===== config.mk =====
export PLATFORM = sky130hd
export DESIGN_NAME = dds_sweep_ctrl
export DESIGN_NICKNAME = d
export VERILOG_FILES = /design/src/rtl/dds_sweep_ctrl.sv
export SDC_FILE = /design/constraint.sdc
export NUM_CORES = 1
export LEC_CHECK = 0
export CORE_MARGIN = 2
export CORE_UTILIZATION = 59
export DETAILED_ROUTE_END_ITERATION = 16
export PLACE_DENSITY = 0.82
export SLEW_MARGIN = 0
export SYNTH_ARGS = -nofsm -noshare
export SYNTH_HDL_FRONTEND = slang
export SYNTH_SLANG_ARGS = --single-unit

===== constraint.sdc =====
create_clock -name clk -period 4.61 [get_ports clk]
set_input_delay 1.1525 -clock clk [delete_from_list [all_inputs] [get_ports clk]]
set_output_delay 1.1525 -clock clk [all_outputs]
set_load 0.02 [all_outputs]

===== src/rtl/dds_sweep_ctrl.sv =====
// dds_sweep_ctrl: steps a DDS frequency word from f_start toward f_stop,
// holding each word for a programmable dwell, in single, repeat or
// triangle fashion. All outputs come straight from flops.
module dds_sweep_ctrl #(
  parameter int DWELL_W = 16,
  parameter int CNT_W   = 8
) (
  input  logic               clk,
  input  logic               rst_n,      // active-high synchronous reset
  input  logic               start,
  input  logic               abort,
  input  logic [10:0]        f_start,
  input  logic [10:0]        f_stop,
  input  logic [10:0]        f_step,
  input  logic [DWELL_W-1:0] dwell,
  input  logic [1:0]         mode,
  output logic [10:0]        freq_out,
  output logic               freq_valid,
  output logic               busy,
  output logic               done,
  output logic [CNT_W-1:0]   sweep_cnt
);

  typedef enum logic [1:0] {
    ST_IDLE     = 2'd0,
    ST_RUN_UP   = 2'd1,
    ST_RUN_DOWN = 2'd2,
    ST_DONE     = 2'd3
  } state_t;

  localparam logic [1:0] MODE_SINGLE = 2'b00;
  localparam logic [1:0] MODE_REPEAT = 2'b01;
  localparam logic [1:0] MODE_TRI    = 2'b10;

  // Next word going up: the sum is formed one bit wider so it cannot wrap,
  // then clamped to the upper limit.
  function automatic logic [10:0] step_up(input logic [10:0] cur,
                                          input logic [10:0] step,
                                          input logic [10:0] lim);
    logic [11:0] sum;
    sum = {1'b0, cur} + {1'b0, step};
    if (sum >= {1'b0, lim}) begin
      step_up = lim;
    end else begin
      step_up = sum[10:0];
    end
  endfunction

  // Next word going down: clamp to the lower limit before subtracting so
  // the difference can never underflow.
  function automatic logic [10:0] step_down(input logic [10:0] cur,
                                            input logic [10:0] step,
                                            input logic [10:0] lim);
    logic [11:0] floor_plus;
    floor_plus = {1'b0, lim} + {1'b0, step};
    if ({1'b0, cur} <= floor_plus) begin
      step_down = lim;
    end else begin
      step_down = cur - step;
    end
  endfunction

  // Completed-sweep counter increment that sticks at all-ones.
  function automatic logic [CNT_W-1:0] sat_inc(input logic [CNT_W-1:0] c);
    if (c == {CNT_W{1'b1}}) begin
      sat_inc = c;
    end else begin
      sat_inc = c + CNT_W'(1);
    end
  endfunction

  // Dwell counter reload: the counter runs D-1 .. 0, a zero dwell acts as 1.
  function automatic logic [DWELL_W-1:0] dwell_reload(input logic [DWELL_W-1:0] dw);
    if (dw == {DWELL_W{1'b0}}) begin
      dwell_reload = {DWELL_W{1'b0}};
    end else begin
      dwell_reload = dw - DWELL_W'(1);
    end
  endfunction

  state_t             state_q,    state_d;
  logic [10:0]        f_start_q,  f_start_d;
  logic [10:0]        f_stop_q,   f_stop_d;
  logic [10:0]        step_q,     step_d;
  logic [DWELL_W-1:0] reload_q,   reload_d;
  logic [1:0]         mode_q,     mode_d;
  logic               degen_q,    degen_d;
  logic [DWELL_W-1:0] dcnt_q,     dcnt_d;
  logic [10:0]        freq_q,     freq_d;
  logic               valid_q,    valid_d;
  logic               busy_q,     busy_d;
  logic               done_q,     done_d;
  logic [CNT_W-1:0]   cnt_q,      cnt_d;
  logic               expire_s;

  assign expire_s = (dcnt_q == {DWELL_W{1'b0}});

  // Sequencer: decide the next state, next word and all next-cycle outputs.
  always_comb begin
    state_d   = state_q;
    f_start_d = f_start_q;
    f_stop_d  = f_stop_q;
    step_d    = step_q;
    reload_d  = reload_q;
    mode_d    = mode_q;
    degen_d   = degen_q;
    dcnt_d    = dcnt_q;
    freq_d    = freq_q;
    valid_d   = 1'b0;
    busy_d    = busy_q;
    done_d    = 1'b0;
    cnt_d     = cnt_q;

    case (state_q)
      ST_IDLE: begin
        busy_d = 1'b0;
        if (start && !abort) begin
          // Capture the whole configuration; later input changes are ignored.
          f_start_d = f_start;
          f_stop_d  = f_stop;
          step_d    = (f_step == 11'd0) ? 11'd1 : f_step;
          reload_d  = dwell_reload(dwell);
          mode_d    = (mode == 2'b11) ? MODE_SINGLE : mode;
          degen_d   = (f_start >= f_stop);
          dcnt_d    = dwell_reload(dwell);
          freq_d    = f_start;
          valid_d   = 1'b1;
          busy_d    = 1'b1;
          cnt_d     = {CNT_W{1'b0}};
          state_d   = ST_RUN_UP;
        end else begin
          state_d = ST_IDLE;
        end
      end

      ST_RUN_UP: begin
        if (abort) begin
          busy_d  = 1'b0;
          state_d = ST_IDLE;
        end else if (!expire_s) begin
          dcnt_d = dcnt_q - DWELL_W'(1);
        end else if (degen_q) begin
          // Empty or inverted range: the single word has been shown, finish.
          busy_d  = 1'b0;
          done_d  = 1'b1;
          cnt_d   = sat_inc(cnt_q);
          state_d = ST_DONE;
        end else if (freq_q < f_stop_q) begin
          freq_d  = step_up(freq_q, step_q, f_stop_q);
          valid_d = 1'b1;
          dcnt_d  = reload_q;
        end else begin
          // Top of the sweep reached and held for its dwell.
          case (mode_q)
            MODE_REPEAT: begin
              freq_d  = f_start_q;
              valid_d = 1'b1;
              dcnt_d  = reload_q;
              cnt_d   = sat_inc(cnt_q);
            end
            MODE_TRI: begin
              freq_d  = step_down(freq_q, step_q, f_start_q);
              valid_d = 1'b1;
              dcnt_d  = reload_q;
              state_d = ST_RUN_DOWN;
            end
            default: begin
              busy_d  = 1'b0;
              done_d  = 1'b1;
              cnt_d   = sat_inc(cnt_q);
              state_d = ST_DONE;
            end
          endcase
        end
      end

      ST_RUN_DOWN: begin
        if (abort) begin
          busy_d  = 1'b0;
          state_d = ST_IDLE;
        end else if (!expire_s) begin
          dcnt_d = dcnt_q - DWELL_W'(1);
        end else if (freq_q > f_start_q) begin
          freq_d  = step_down(freq_q, step_q, f_start_q);
          valid_d = 1'b1;
          dcnt_d  = reload_q;
        end else begin
          // Bottom reached: one triangle period is complete, head back up.
          freq_d  = step_up(f_start_q, step_q, f_stop_q);
          valid_d = 1'b1;
          dcnt_d  = reload_q;
          cnt_d   = sat_inc(cnt_q);
          state_d = ST_RUN_UP;
        end
      end

      ST_DONE: begin
        // One-cycle completion pulse; abort here lands in IDLE just the same.
        busy_d  = 1'b0;
        state_d = ST_IDLE;
      end

      default: begin
        busy_d  = 1'b0;
        state_d = ST_IDLE;
      end
    endcase
  end

  // State and output registers; reset returns to a quiet IDLE from anywhere.
  always_ff @(posedge clk) begin
    if (rst_n) begin
      state_q   <= ST_IDLE;
      f_start_q <= 11'd0;
      f_stop_q  <= 11'd0;
      step_q    <= 11'd0;
      reload_q  <= {DWELL_W{1'b0}};
      mode_q    <= 2'b00;
      degen_q   <= 1'b0;
      dcnt_q    <= {DWELL_W{1'b0}};
      freq_q    <= 11'd0;
      valid_q   <= 1'b0;
      busy_q    <= 1'b0;
      done_q    <= 1'b0;
      cnt_q     <= {CNT_W{1'b0}};
    end else begin
      state_q   <= state_d;
      f_start_q <= f_start_d;
      f_stop_q  <= f_stop_d;
      step_q    <= step_d;
      reload_q  <= reload_d;
      mode_q    <= mode_d;
      degen_q   <= degen_d;
      dcnt_q    <= dcnt_d;
      freq_q    <= freq_d;
      valid_q   <= valid_d;
      busy_q    <= busy_d;
      done_q    <= done_d;
      cnt_q     <= cnt_d;
    end
  end

  assign freq_out   = freq_q;
  assign freq_valid = valid_q;
  assign busy       = busy_q;
  assign done       = done_q;
  assign sweep_cnt  = cnt_q;

endmodule


==> summary.md <==
| Metric | Value |
|---|---|
| Clock Pin Slew Worst Setup and Hold Paths | `~0.080 ns` |
| Startpoint Class | `flop` |
| Ant diodes | `0` |
| Total of max-cap violations | `0` |
| Final ANT Viol Nets | `0` |
| H-tree levels | `3` |
| Synth Register Bits | `roughly 90` |
| Clock sink count | `between 90 and 100` |
| Area leader, netlist | `dfxtp_1` |
| Area Growth Syn to Fin | `15.7%` |
| Distinct cells, synth | `between 80 and 90` |
| Skew final | `~0.013 ns` |
| Ys flop type | `dfxtp_1` |
| Ys async rst share | `0` |
| Share of layout cells above drive strength 1 | `0.0630` |
| Initial antenna violation count | `0` |
| Sw power | `between 1000 and 1500 uW` |
| Internal Power | `~1800 uW` |
| Initial Utilization | `0.603` |
| WL final | `roughly 25000 um` |
| Cell area after synthesis | `0.00834 mm2` |
| Synth top area cells | `dfxtp_1 (22%), ha_1 (16%), a21oi_1 (7.2%)` |
| Worst Path Required | `~4.9 ns` |
| Root buffer cell | `clkbuf_16` |
| Post-DP HPWL | `roughly 20000 um` |
| Final Max Slew Viols | `0` |
| Tightest Pin Transition | `0.877 ns` |
| Combinational power share | `0.410` |
| Post-synth EDFFs | `0` |
| Final hold violations | `0` |
| Share of the synthesized area in the top cell type | `0.221` |
| Leak Pwr | `around 0.0038 uW` |
| Largest net degree at the start of global routing | `between 40 and 50` |
| CTS buffer count | `9` |
| Nets@finish | `between 1000 and 1500` |
| Vias per cell | `approximately 6.4` |
| Pwr per Cell Area | `~300 mW/mm2` |
| Io pins | `77` |
| Routed vias | `around 8600` |
| Total chip power | `about 3000 uW` |
| Final min period | `between 4 and 5 ns` |
| CTS tree | `yes` |
| CP max FO | `6` |
| Reg area | `approximately 0.0018 mm2` |
| Setup Viol. Count Final | `0` |
| Relative slew slack | `0.413` |
| VDD IR max | `~0.00026 V` |
| Rows | `43` |
| GPL Wtd Cong | `approximately 0.97` |
| Setup TNS | `0 ns` |
| RSZ-0062 raised after global routing | `false` |
| Post-Syn Instances | `approximately 1100` |
| Setup bufs post-CTS | `0` |
| Sequential fraction of the synthesis area | `0.221` |
| Clock Power Share | `0.280` |
| FILL cells | `roughly 1200` |
| Final period utilization | `0.926` |
| Global-route usage over all layers | `0.344` |
| Sequential power share | `0.310` |
| CP startpoint | `f_start_q[0]` |
| Per-cell routed wire length | `about 19 um` |
| Commonest non-fill, non-tap cell in the layout | `nand2_1` |
| DRT iter0 DRCs | `about 900` |
| Setup crit end kind | `flop` |
| Number of global-route vias before repair | `about 7700` |
| First-pass GRT wire length | `40400 um` |
| Die Ht | `between 100 and 150 um` |
| Longest Clk Path Bufs | `2` |
| Grt ovf | `0` |
| CP Class | `flop to flop` |
| Die X | `123 um` |
| Multi-input logic area | `about 0.006 mm2` |
| Synthesized Nets | `1274` |
| Worst Hold Class | `flop to flop` |
| R2r startpoint | `f_start_q[0]` |
| Run status | `finished, final reports clean` |
| Total Die Area | `0.0151 mm2` |
| Hold path startpoint | `reload_q[9]` |
| Fmax | `between 200 and 250 MHz` |
| CP arrival | `around 4.5 ns` |
| Syn_area_per_cell | `roughly 7.5 um2` |
| Sw Share | `0.382` |
| Commonest non-fill, non-tap cells in the layout | `nand2_1 (124), a21oi_1 (120), ha_1 (108)` |
| DRC | `0` |
| Yosys warning count | `0` |
| CORE AREA | `~0.014 mm2` |
| Worst-Skew Late Latency | `0.36 ns` |
| I/O Buffers | `between 70 and 80` |
| DR pass1 iterations | `8` |
sequential cells by signal, indices dropped and copies added, names as in the netlist:
name	flops
busy	1
dcnt_q	16
degen_q	1
done	1
f_start_q	11
f_stop_q	11
freq_out	11
freq_valid	1
mode_q	2
reload_q	16
state_q	2
step_q	11
sweep_cnt	8
per-layer routing:
layer  global-route usage  vias up  share of wire
li1                     -     4142              -
met1                0.506     4013           0.45
met2                0.504      403           0.43
met3               0.0683       48          0.092
met4                0.104        0          0.023
met5                    0        -              0
synthesized netlist by cell type (all sizes together), types with 3 or more instances:
| master | number |
|---|---|
| a2111oi | 3 |
| a211oi | 29 |
| a21o | 9 |
| a21oi | 122 |
| a221oi | 7 |
| a311oi | 10 |
| a31oi | 17 |
| a32oi | 3 |
| and2 | 4 |
| and3 | 5 |
| buf | 13 |
| clkbuf | 37 |
| dfxtp | 92 |
| fa | 3 |
| ha | 108 |
| inv | 87 |
| mux2 | 9 |
| mux2i | 16 |
| nand2 | 125 |
| nand2b | 11 |
| nand3 | 25 |
| nand3b | 4 |
| nand4 | 7 |
| nor2 | 94 |
| nor2b | 11 |
| nor3 | 39 |
| nor4 | 9 |
| nor4b | 3 |
| o211a | 5 |
| o211ai | 9 |
| o21a | 15 |
| o21ai | 58 |
| o221ai | 5 |
| o31a | 6 |
| o31ai | 6 |
| o32ai | 4 |
| or2 | 4 |
| or3 | 17 |
| or4 | 5 |
| xnor2 | 22 |
| xor2 | 17 |
worst max-delay path, cell delays in order (launching register included):
cell	delay (ns)
dfxtp_1	0.41
ha_1	0.22
inv_1	0.06
fa_1	0.40
nor2b_1	0.17
o31a_1	0.21
o21ai_0	0.13
a211oi_1	0.29
xor2_1	0.29
inv_1	0.08
ha_1	0.31
o21a_1	0.11
o21a_1	0.10
o32ai_1	0.08
a31oi_2	0.26
and2_2	0.29
a311oi_1	0.12
a311o_1	0.36
o31a_1	0.28
through the flow:
stage	instances	hold WS (ns)	setup slack, ns	utilization	cell area (um2)
final	1354	0.458	0.343	0.698	9650
after global routing	1354	0.487	0.0524	0.698	9650
after CTS	1354	0.456	0.287	0.696	9630
after detailed placement	1338	0.447	0.319	0.673	9310
after global placement	1338	0.444	0.432	0.673	9310
after floorplan	1108	0.436	0.705	-	8340
power by group through the flow:
stage / Sequential, uW / Combinational, uW / Clock, uW
floorplan: 929 / 820 / 0
global placement: 936 / 1150 / 0
detailed placement: 938 / 1170 / 0
CTS: 920 / 1180 / 829
global route: 928 / 1340 / 862
finish: 922 / 1220 / 833
timing repair:
action                     CTS  global route
resized for setup            0             4
setup endpoints to repair    0            10
hold buffers                 0             0
cells by family after synthesis:
group                      Yosys count  synth area share
and+or+nand+nor                    369             0.214
AOI/OAI and AO/OA                  334             0.258
buffers and inverters              138            0.0647
adders and majority gates          111             0.169
DFF                                 92             0.221
xor gates and xnor gates            39            0.0410
muxes                               25            0.0314
worst paths after layout:
kind / end / slack [ns] / cells past startpoint
setup / recovery: freq_out[10] / 0.34 / 18
hold / removal: reload_q[9] / 0.46 / 2
setup reg to reg: freq_out[10] / 0.34 / 18
hold reg to reg: reload_q[9] / 0.46 / 2
final cells by class:
cell class | instances | share of cell area
Inverter | 88 | 0.0342
Multi-Input combinational cell | 878 | 0.620
Tap cell | 180 | 0.0233
Timing Repair Buffer | 100 | 0.0983
Clock buffer | 10 | 0.0237
Sequential cell | 92 | 0.191
Clock inverter | 6 | 0.00973
(Power assumes the default switching activity.)
